<file path="src/rtl/flush_sequencer_if.sv">
// Flush sequencer handshake bundle: register-decode strobe, FIFO status,
// drain bus request/ack and flush status outputs.
interface flush_sequencer_if #(
  parameter int unsigned WIDTH = 32,
  parameter int unsigned DEPTH = 8,
  parameter int unsigned LVL_W = $clog2(DEPTH) + 1,
  parameter int unsigned BP_W  = $clog2(WIDTH / 8)
);
  logic               FLUSH_REQ;
  logic               DMAENA;
  logic [LVL_W-1:0]   FIFO_LEVEL;
  logic [BP_W-1:0]    BYTE_PTR;
  logic               DRAIN_ACK;
  logic               DRAIN_REQ;
  logic [WIDTH/8-1:0] DRAIN_BE;
  logic               FLUSHFIFO;
  logic               FLUSH_DONE;
  logic               FLUSH_TMO;
  logic [LVL_W-1:0]   WORDS_FLUSHED;

  modport master (
    output FLUSH_REQ, DMAENA, FIFO_LEVEL, BYTE_PTR, DRAIN_ACK,
    input  DRAIN_REQ, DRAIN_BE, FLUSHFIFO, FLUSH_DONE, FLUSH_TMO, WORDS_FLUSHED
  );

  modport slave (
    input  FLUSH_REQ, DMAENA, FIFO_LEVEL, BYTE_PTR, DRAIN_ACK,
    output DRAIN_REQ, DRAIN_BE, FLUSHFIFO, FLUSH_DONE, FLUSH_TMO, WORDS_FLUSHED
  );
endinterface

</file>
<file path="src/rtl/flush_sequencer.sv">
// Actively drains the DMA FIFO on a flush strobe: one bus request per full
// entry, then a byte-enabled request for a trailing partial entry.
module flush_sequencer #(
  parameter int unsigned WIDTH   = 32,
  parameter int unsigned DEPTH   = 8,
  parameter int unsigned TIMEOUT = 255,
  parameter int unsigned LVL_W   = $clog2(DEPTH) + 1,
  parameter int unsigned BP_W    = $clog2(WIDTH / 8)
) (
  input  logic               CLK,
  input  logic               CLR_FLUSHFIFO,
  flush_sequencer_if.slave   bus
);

  localparam int unsigned     NB       = WIDTH / 8;
  localparam logic [NB-1:0]   BE_ALL   = '1;
  localparam logic [15:0]     TMO_LAST = 16'(TIMEOUT - 1);

  typedef enum logic [2:0] {S_IDLE, S_ARM, S_REQ, S_WAIT, S_DONE, S_ERR} state_t;

  state_t           state_q, state_d;
  logic             drain_req_q, drain_req_d;
  logic [NB-1:0]    drain_be_q, drain_be_d;
  logic             flushfifo_q, flushfifo_d;
  logic             flush_done_q, flush_done_d;
  logic             flush_tmo_q, flush_tmo_d;
  logic [LVL_W-1:0] words_q, words_d;
  logic [15:0]      timer_q, timer_d;

  always_ff @(posedge CLK or negedge CLR_FLUSHFIFO) begin
    if (!CLR_FLUSHFIFO) begin
      state_q      <= S_IDLE;
      drain_req_q  <= 1'b0;
      drain_be_q   <= '0;
      flushfifo_q  <= 1'b0;
      flush_done_q <= 1'b0;
      flush_tmo_q  <= 1'b0;
      words_q      <= '0;
      timer_q      <= '0;
    end else begin
      state_q      <= state_d;
      drain_req_q  <= drain_req_d;
      drain_be_q   <= drain_be_d;
      flushfifo_q  <= flushfifo_d;
      flush_done_q <= flush_done_d;
      flush_tmo_q  <= flush_tmo_d;
      words_q      <= words_d;
      timer_q      <= timer_d;
    end
  end

  always_comb begin
    state_d      = state_q;
    drain_req_d  = drain_req_q;
    drain_be_d   = drain_be_q;
    flushfifo_d  = flushfifo_q;
    flush_done_d = 1'b0;
    flush_tmo_d  = flush_tmo_q;
    words_d      = words_q;
    timer_d      = timer_q;

    unique case (state_q)
      S_IDLE: begin
        if (bus.FLUSH_REQ) begin
          state_d     = S_ARM;
          flushfifo_d = 1'b1;
          words_d     = '0;
        end
      end
      S_ARM: state_d = S_REQ;
      S_REQ: begin
        timer_d = '0;
        if (!bus.DMAENA || (bus.FIFO_LEVEL == '0 && bus.BYTE_PTR == '0)) begin
          state_d      = S_DONE;
          flush_done_d = 1'b1;
          flushfifo_d  = 1'b0;
        end else begin
          state_d     = S_WAIT;
          drain_req_d = 1'b1;
          // Pointers past the last lane shift to zero, giving a full entry.
          drain_be_d  = (bus.FIFO_LEVEL != '0) ? BE_ALL : ~(BE_ALL >> bus.BYTE_PTR);
        end
      end
      S_WAIT: begin
        // Ack is checked before expiry so a same-cycle ack completes normally.
        if (bus.DRAIN_ACK) begin
          state_d     = S_REQ;
          drain_req_d = 1'b0;
          drain_be_d  = '0;
          timer_d     = '0;
          if (words_q != '1) words_d = words_q + 1'b1;
        end else if (timer_q == TMO_LAST) begin
          state_d     = S_ERR;
          drain_req_d = 1'b0;
          drain_be_d  = '0;
          flush_tmo_d = 1'b1;
        end else begin
          timer_d = timer_q + 16'd1;
        end
      end
      S_DONE: state_d = S_IDLE;
      S_ERR:  state_d = S_ERR;
      default: state_d = S_IDLE;
    endcase
  end

  assign bus.DRAIN_REQ     = drain_req_q;
  assign bus.DRAIN_BE      = drain_be_q;
  assign bus.FLUSHFIFO     = flushfifo_q;
  assign bus.FLUSH_DONE    = flush_done_q;
  assign bus.FLUSH_TMO     = flush_tmo_q;
  assign bus.WORDS_FLUSHED = words_q;

endmodule

</file>
<file path="src/flat_wrapper.sv">
// flat-port wrapper written by rule: the top's interface ports become plain ports
module flush_sequencer_flat 
#(
  parameter int unsigned WIDTH   = 32,
  parameter int unsigned DEPTH   = 8,
  parameter int unsigned TIMEOUT = 255,
  parameter int unsigned LVL_W   = $clog2(DEPTH) + 1,
  parameter int unsigned BP_W    = $clog2(WIDTH / 8)
)
  (CLK, CLR_FLUSHFIFO, bus_FLUSH_REQ, bus_DMAENA, bus_FIFO_LEVEL, bus_BYTE_PTR, bus_DRAIN_ACK, bus_DRAIN_REQ, bus_DRAIN_BE, bus_FLUSHFIFO, bus_FLUSH_DONE, bus_FLUSH_TMO, bus_WORDS_FLUSHED);
  flush_sequencer_if #(.WIDTH(WIDTH), .DEPTH(DEPTH), .LVL_W(LVL_W), .BP_W(BP_W)) bus_i ();
  input  logic CLK;
  input  logic CLR_FLUSHFIFO;
  input wire logic [$bits(bus_i.FLUSH_REQ)-1:0] bus_FLUSH_REQ;
  input wire logic [$bits(bus_i.DMAENA)-1:0] bus_DMAENA;
  input wire logic [$bits(bus_i.FIFO_LEVEL)-1:0] bus_FIFO_LEVEL;
  input wire logic [$bits(bus_i.BYTE_PTR)-1:0] bus_BYTE_PTR;
  input wire logic [$bits(bus_i.DRAIN_ACK)-1:0] bus_DRAIN_ACK;
  output wire logic [$bits(bus_i.DRAIN_REQ)-1:0] bus_DRAIN_REQ;
  output wire logic [$bits(bus_i.DRAIN_BE)-1:0] bus_DRAIN_BE;
  output wire logic [$bits(bus_i.FLUSHFIFO)-1:0] bus_FLUSHFIFO;
  output wire logic [$bits(bus_i.FLUSH_DONE)-1:0] bus_FLUSH_DONE;
  output wire logic [$bits(bus_i.FLUSH_TMO)-1:0] bus_FLUSH_TMO;
  output wire logic [$bits(bus_i.WORDS_FLUSHED)-1:0] bus_WORDS_FLUSHED;
  assign bus_i.FLUSH_REQ = bus_FLUSH_REQ;
  assign bus_i.DMAENA = bus_DMAENA;
  assign bus_i.FIFO_LEVEL = bus_FIFO_LEVEL;
  assign bus_i.BYTE_PTR = bus_BYTE_PTR;
  assign bus_i.DRAIN_ACK = bus_DRAIN_ACK;
  assign bus_DRAIN_REQ = bus_i.DRAIN_REQ;
  assign bus_DRAIN_BE = bus_i.DRAIN_BE;
  assign bus_FLUSHFIFO = bus_i.FLUSHFIFO;
  assign bus_FLUSH_DONE = bus_i.FLUSH_DONE;
  assign bus_FLUSH_TMO = bus_i.FLUSH_TMO;
  assign bus_WORDS_FLUSHED = bus_i.WORDS_FLUSHED;
  flush_sequencer #(.WIDTH(WIDTH), .DEPTH(DEPTH), .TIMEOUT(TIMEOUT), .LVL_W(LVL_W), .BP_W(BP_W)) u_core (.CLK(CLK), .CLR_FLUSHFIFO(CLR_FLUSHFIFO), .bus(bus_i));
endmodule
</file>
<file path="config.mk">
export PLATFORM = sky130hd
export DESIGN_NAME = flush_sequencer_flat
export DESIGN_NICKNAME = d
export VERILOG_FILES = /design/src/rtl/flush_sequencer_if.sv /design/src/rtl/flush_sequencer.sv /design/src/flat_wrapper.sv
export SDC_FILE = /design/constraint.sdc
export NUM_CORES = 1
export LEC_CHECK = 0
export CAP_MARGIN = 20
export CORE_ASPECT_RATIO = 0.7
export CORE_MARGIN = 3
export CORE_UTILIZATION = 30
export CTS_BUF_LIST = sky130_fd_sc_hd__clkbuf_4 sky130_fd_sc_hd__clkbuf_8
export DETAILED_ROUTE_END_ITERATION = 7
export MAX_ROUTING_LAYER = met4
export PLACE_DENSITY = 0.5
export SLEW_MARGIN = 20
export SYNTH_ARGS = -nofsm -noshare
export SYNTH_HDL_FRONTEND = slang
export SYNTH_SLANG_ARGS = --single-unit
</file>
<file path="constraint.sdc">
create_clock -name CLK -period 3.2 [get_ports CLK]
set_input_delay 0.48 -clock CLK [delete_from_list [all_inputs] [get_ports CLK]]
set_output_delay 0.48 -clock CLK [all_outputs]
set_load 0.005 [all_outputs]
</file>
==> out/metrics.yaml <==
worst_setup_path:
  cp_slowest_stage_delay_ns: 0.65
  cp.arrival_ns: 2.28
  cp_top_family: "simple AND/OR/NAND/NOR gates"
  crit_chain: "clkdlybuf4s50_1 > nand4bb_1 > or4_1 > nand3_1"
  crit_fanout: 9
  cp_slowest_cell: "or4_1"
  crit_required_ns: 3.42
  path_class: "input pin to register"
  start_kind: "input pin"
  crit_cells: 4
  rr_worst_depth: 4
  cp-end-kind: "register"
  crit_buf_inv: 1
layout:
  area_delta_synth_final_pct: 21.9
  diodes: 0
  nets: 226
  final_core_util: 0.395
  drive_above_1_share: 0.0610
  final_area_mm2: 0.00215
timing:
  tightest_slew_ns: 0.807
  setup_tns_ns: 0
  clock.fmax_ghz: 0.485
  hold_viol: 0
  max_slew_margin: 0.461
  setup_viol: 0
  fin_crit_sh: 0.644
  post-route-min-period_ns: 2.06
  whs_ns: 0.485
  finalMaxSlewViolations: 0
  skew_ns: 0.0123
  rsz0062_at_grt: "no"
placement:
  io_buffers: 22
  dp_hpwl_mm: 3.44
  place_area_mm2: 0.00204
  place_congestion: 0.919
power:
  p_seq_frac: 0.400
  power_switching_uw: 504
  switching_share: 0.352
  p_comb_frac: 0.313
  p_per_area_mw_per_mm2: 664
  intPower_uw: 926
  clkPwrFrac: 0.287
  p_total_mw: 1.43
  p_leak_nw: 0.902
  ir_drop_v: 0.000384
yosys:
  yosys.area.top_type_share: 0.439
  synth_edf_count: 0
  ys_top_cells_by_count: "dfrtp_1 (31), nand2_1 (21), nand3_1 (12), a21oi_1 (9), nor2_1 (9)"
  synth.largest_area_cell: "dfrtp_1"
  syn_avg_cell_area_um2: 9.25
  synthTopCellsByArea: "dfrtp_1 (44%), nand2_1 (4.5%), nand3_1 (3.4%)"
  async_reset_ff_frac: 1.00
  synth_area_mm2: 0.00177
  syn_nets: 205
  yosysMostFrequentCell: "dfrtp_1"
  synthDistinctLibCells: 49
  yosys_warnings: 0
  synth-seq-area-share: 0.439
  synthFlopType: "dfrtp_1"
  syn_inst: 191
  ys_ff_latch: 31
global_route:
  grt_antenna_before_repair: 0
  grt_max_degree: 32
  grt_pass1_vias: 1612
  grt_pass1_wl_mm: 8.24
  gr-total-overflow: 0
  grt_usage: 0.152
floorplan:
  start_util: 0.324
  die_area_mm2: 0.00686
  die_w_um: 97.7
  fp.dieH_um: 70.2
  core_area_mm2: 0.00545
  rows: 22
  ios: 23
drt:
  dr.pass1.iters: 4
  ant_nets: 0
  drt-total-wl_mm: 4.82
  post_drt_wl_per_cell_um: 16.9
  drc: 0
  routed-via-count: 1638
  vias_per_cell: 5.75
  drt_iter0_drc: 90
clock_tree:
  numCtsBuffers: 5
  cts-htree-levels: 2
  cts_setup_buffers: 0
  cts_tree: "built"
  cts_resized: 0
  root_buffer: "clkbuf_8"
  hold_buffers: 0
  clk_latency_ns: 0.28
  cts_num_sinks: 31
  clkSlewWorstSetupHoldPaths_ns: 0.07
  clock_path_buffers: 2
hold_path:
  whs_path_depth: 1
  hold_class: "register to register"
status:
  outcome: "completed"
job:
  drv_cap: 0
[worst paths after layout]
check                                startpoint                     endpoint  slack (ns)
min in group asynchronous         CLR_FLUSHFIFO           u_core.timer_q[11]        0.60
max in group asynchronous         CLR_FLUSHFIFO            u_core.timer_q[0]        2.30
max reg2reg                   u_core.state_q[1]  u_core.bus.WORDS_FLUSHED[3]        1.16
max                               bus_DRAIN_ACK           u_core.timer_q[13]        1.14
min reg2reg                u_core.bus.FLUSH_TMO         u_core.bus.FLUSH_TMO        0.49
min                        u_core.bus.FLUSH_TMO         u_core.bus.FLUSH_TMO        0.49
[cells in the final DEF, fill, tap and decap left out, types with 3 or more instances in the layout]
cell,Yosys,final
dfrtp_1,31,31
and3_1,5,5
and2_1,3,3
nand4_1,6,6
inv_1,6,6
nand2b_1,4,4
nor3_1,7,7
a31oi_1,4,4
clkdlybuf4s50_1,0,22
nor2_1,9,9
o211ai_1,6,6
a21oi_1,9,9
mux2i_1,3,3
o21ai_1,5,5
o2bb2ai_1,3,3
ha_1,3,3
nand3_1,12,12
or4_1,3,3
clkbuf_8,0,6
nand2_1,21,21
and4_1,4,4
o31ai_1,3,3
o21ai_0,4,4
[final cells by class]
cell class                 instances  area, um^2
inverter                           6        22.5
fill                             558        3300
multi-input combinational        144         912
clock buffer                       6        82.6
clock inverter                     2        35.0
tap                               72        90.1
sequential                        31         776
timing repair buffer              24         235
[routing by layer]
layer	part of all wire	track usage	up-vias
met2	0.41	0.194	72
met3	0.068	0.0329	6
met4	0.0050	0.0384	0
met1	0.52	0.237	797
li1	-	-	763
met5	0	-	-
[sequential cells by signal (all words and copies together), names as in the netlist]
register,flops
u_core.timer_q,16
u_core.bus.DRAIN_BE,4
u_core.bus.WORDS_FLUSHED,4
u_core.state_q,3
u_core.bus.DRAIN_REQ,1
u_core.bus.FLUSHFIFO,1
u_core.bus.FLUSH_DONE,1
u_core.bus.FLUSH_TMO,1
[metrics by stage]
stage          setup slack [ns]  cells
6_report                   1.14    285
5_1_grt                    1.01    285
4_1_cts                    1.17    285
3_5_place_dp              0.872    277
3_3_place_gp              0.979    277
2_1_floorplan              1.58    191
[kinds of logic after synthesis]
kind of cell / share of synthesized area
xor gates and xnor gates: 0.00496
buffers and inverters: 0.0446
adders and majority gates: 0.0212
DFF: 0.439
muxes: 0.0170
and+or+nand+nor: 0.287
AOI/OAI and AO/OA: 0.186
[power by group through the flow]
| stage | sequential, mW | combinational [mW] | clock [mW] |
|---|---|---|---|
| after floorplan | 0.527 | 0.282 | 0 |
| after global placement | 0.572 | 0.442 | 0 |
| after detailed placement | 0.577 | 0.442 | 0 |
| after CTS | 0.570 | 0.446 | 0.418 |
| after global routing | 0.587 | 0.497 | 0.442 |
| final | 0.572 | 0.447 | 0.410 |
(Power assumes the default switching activity.)
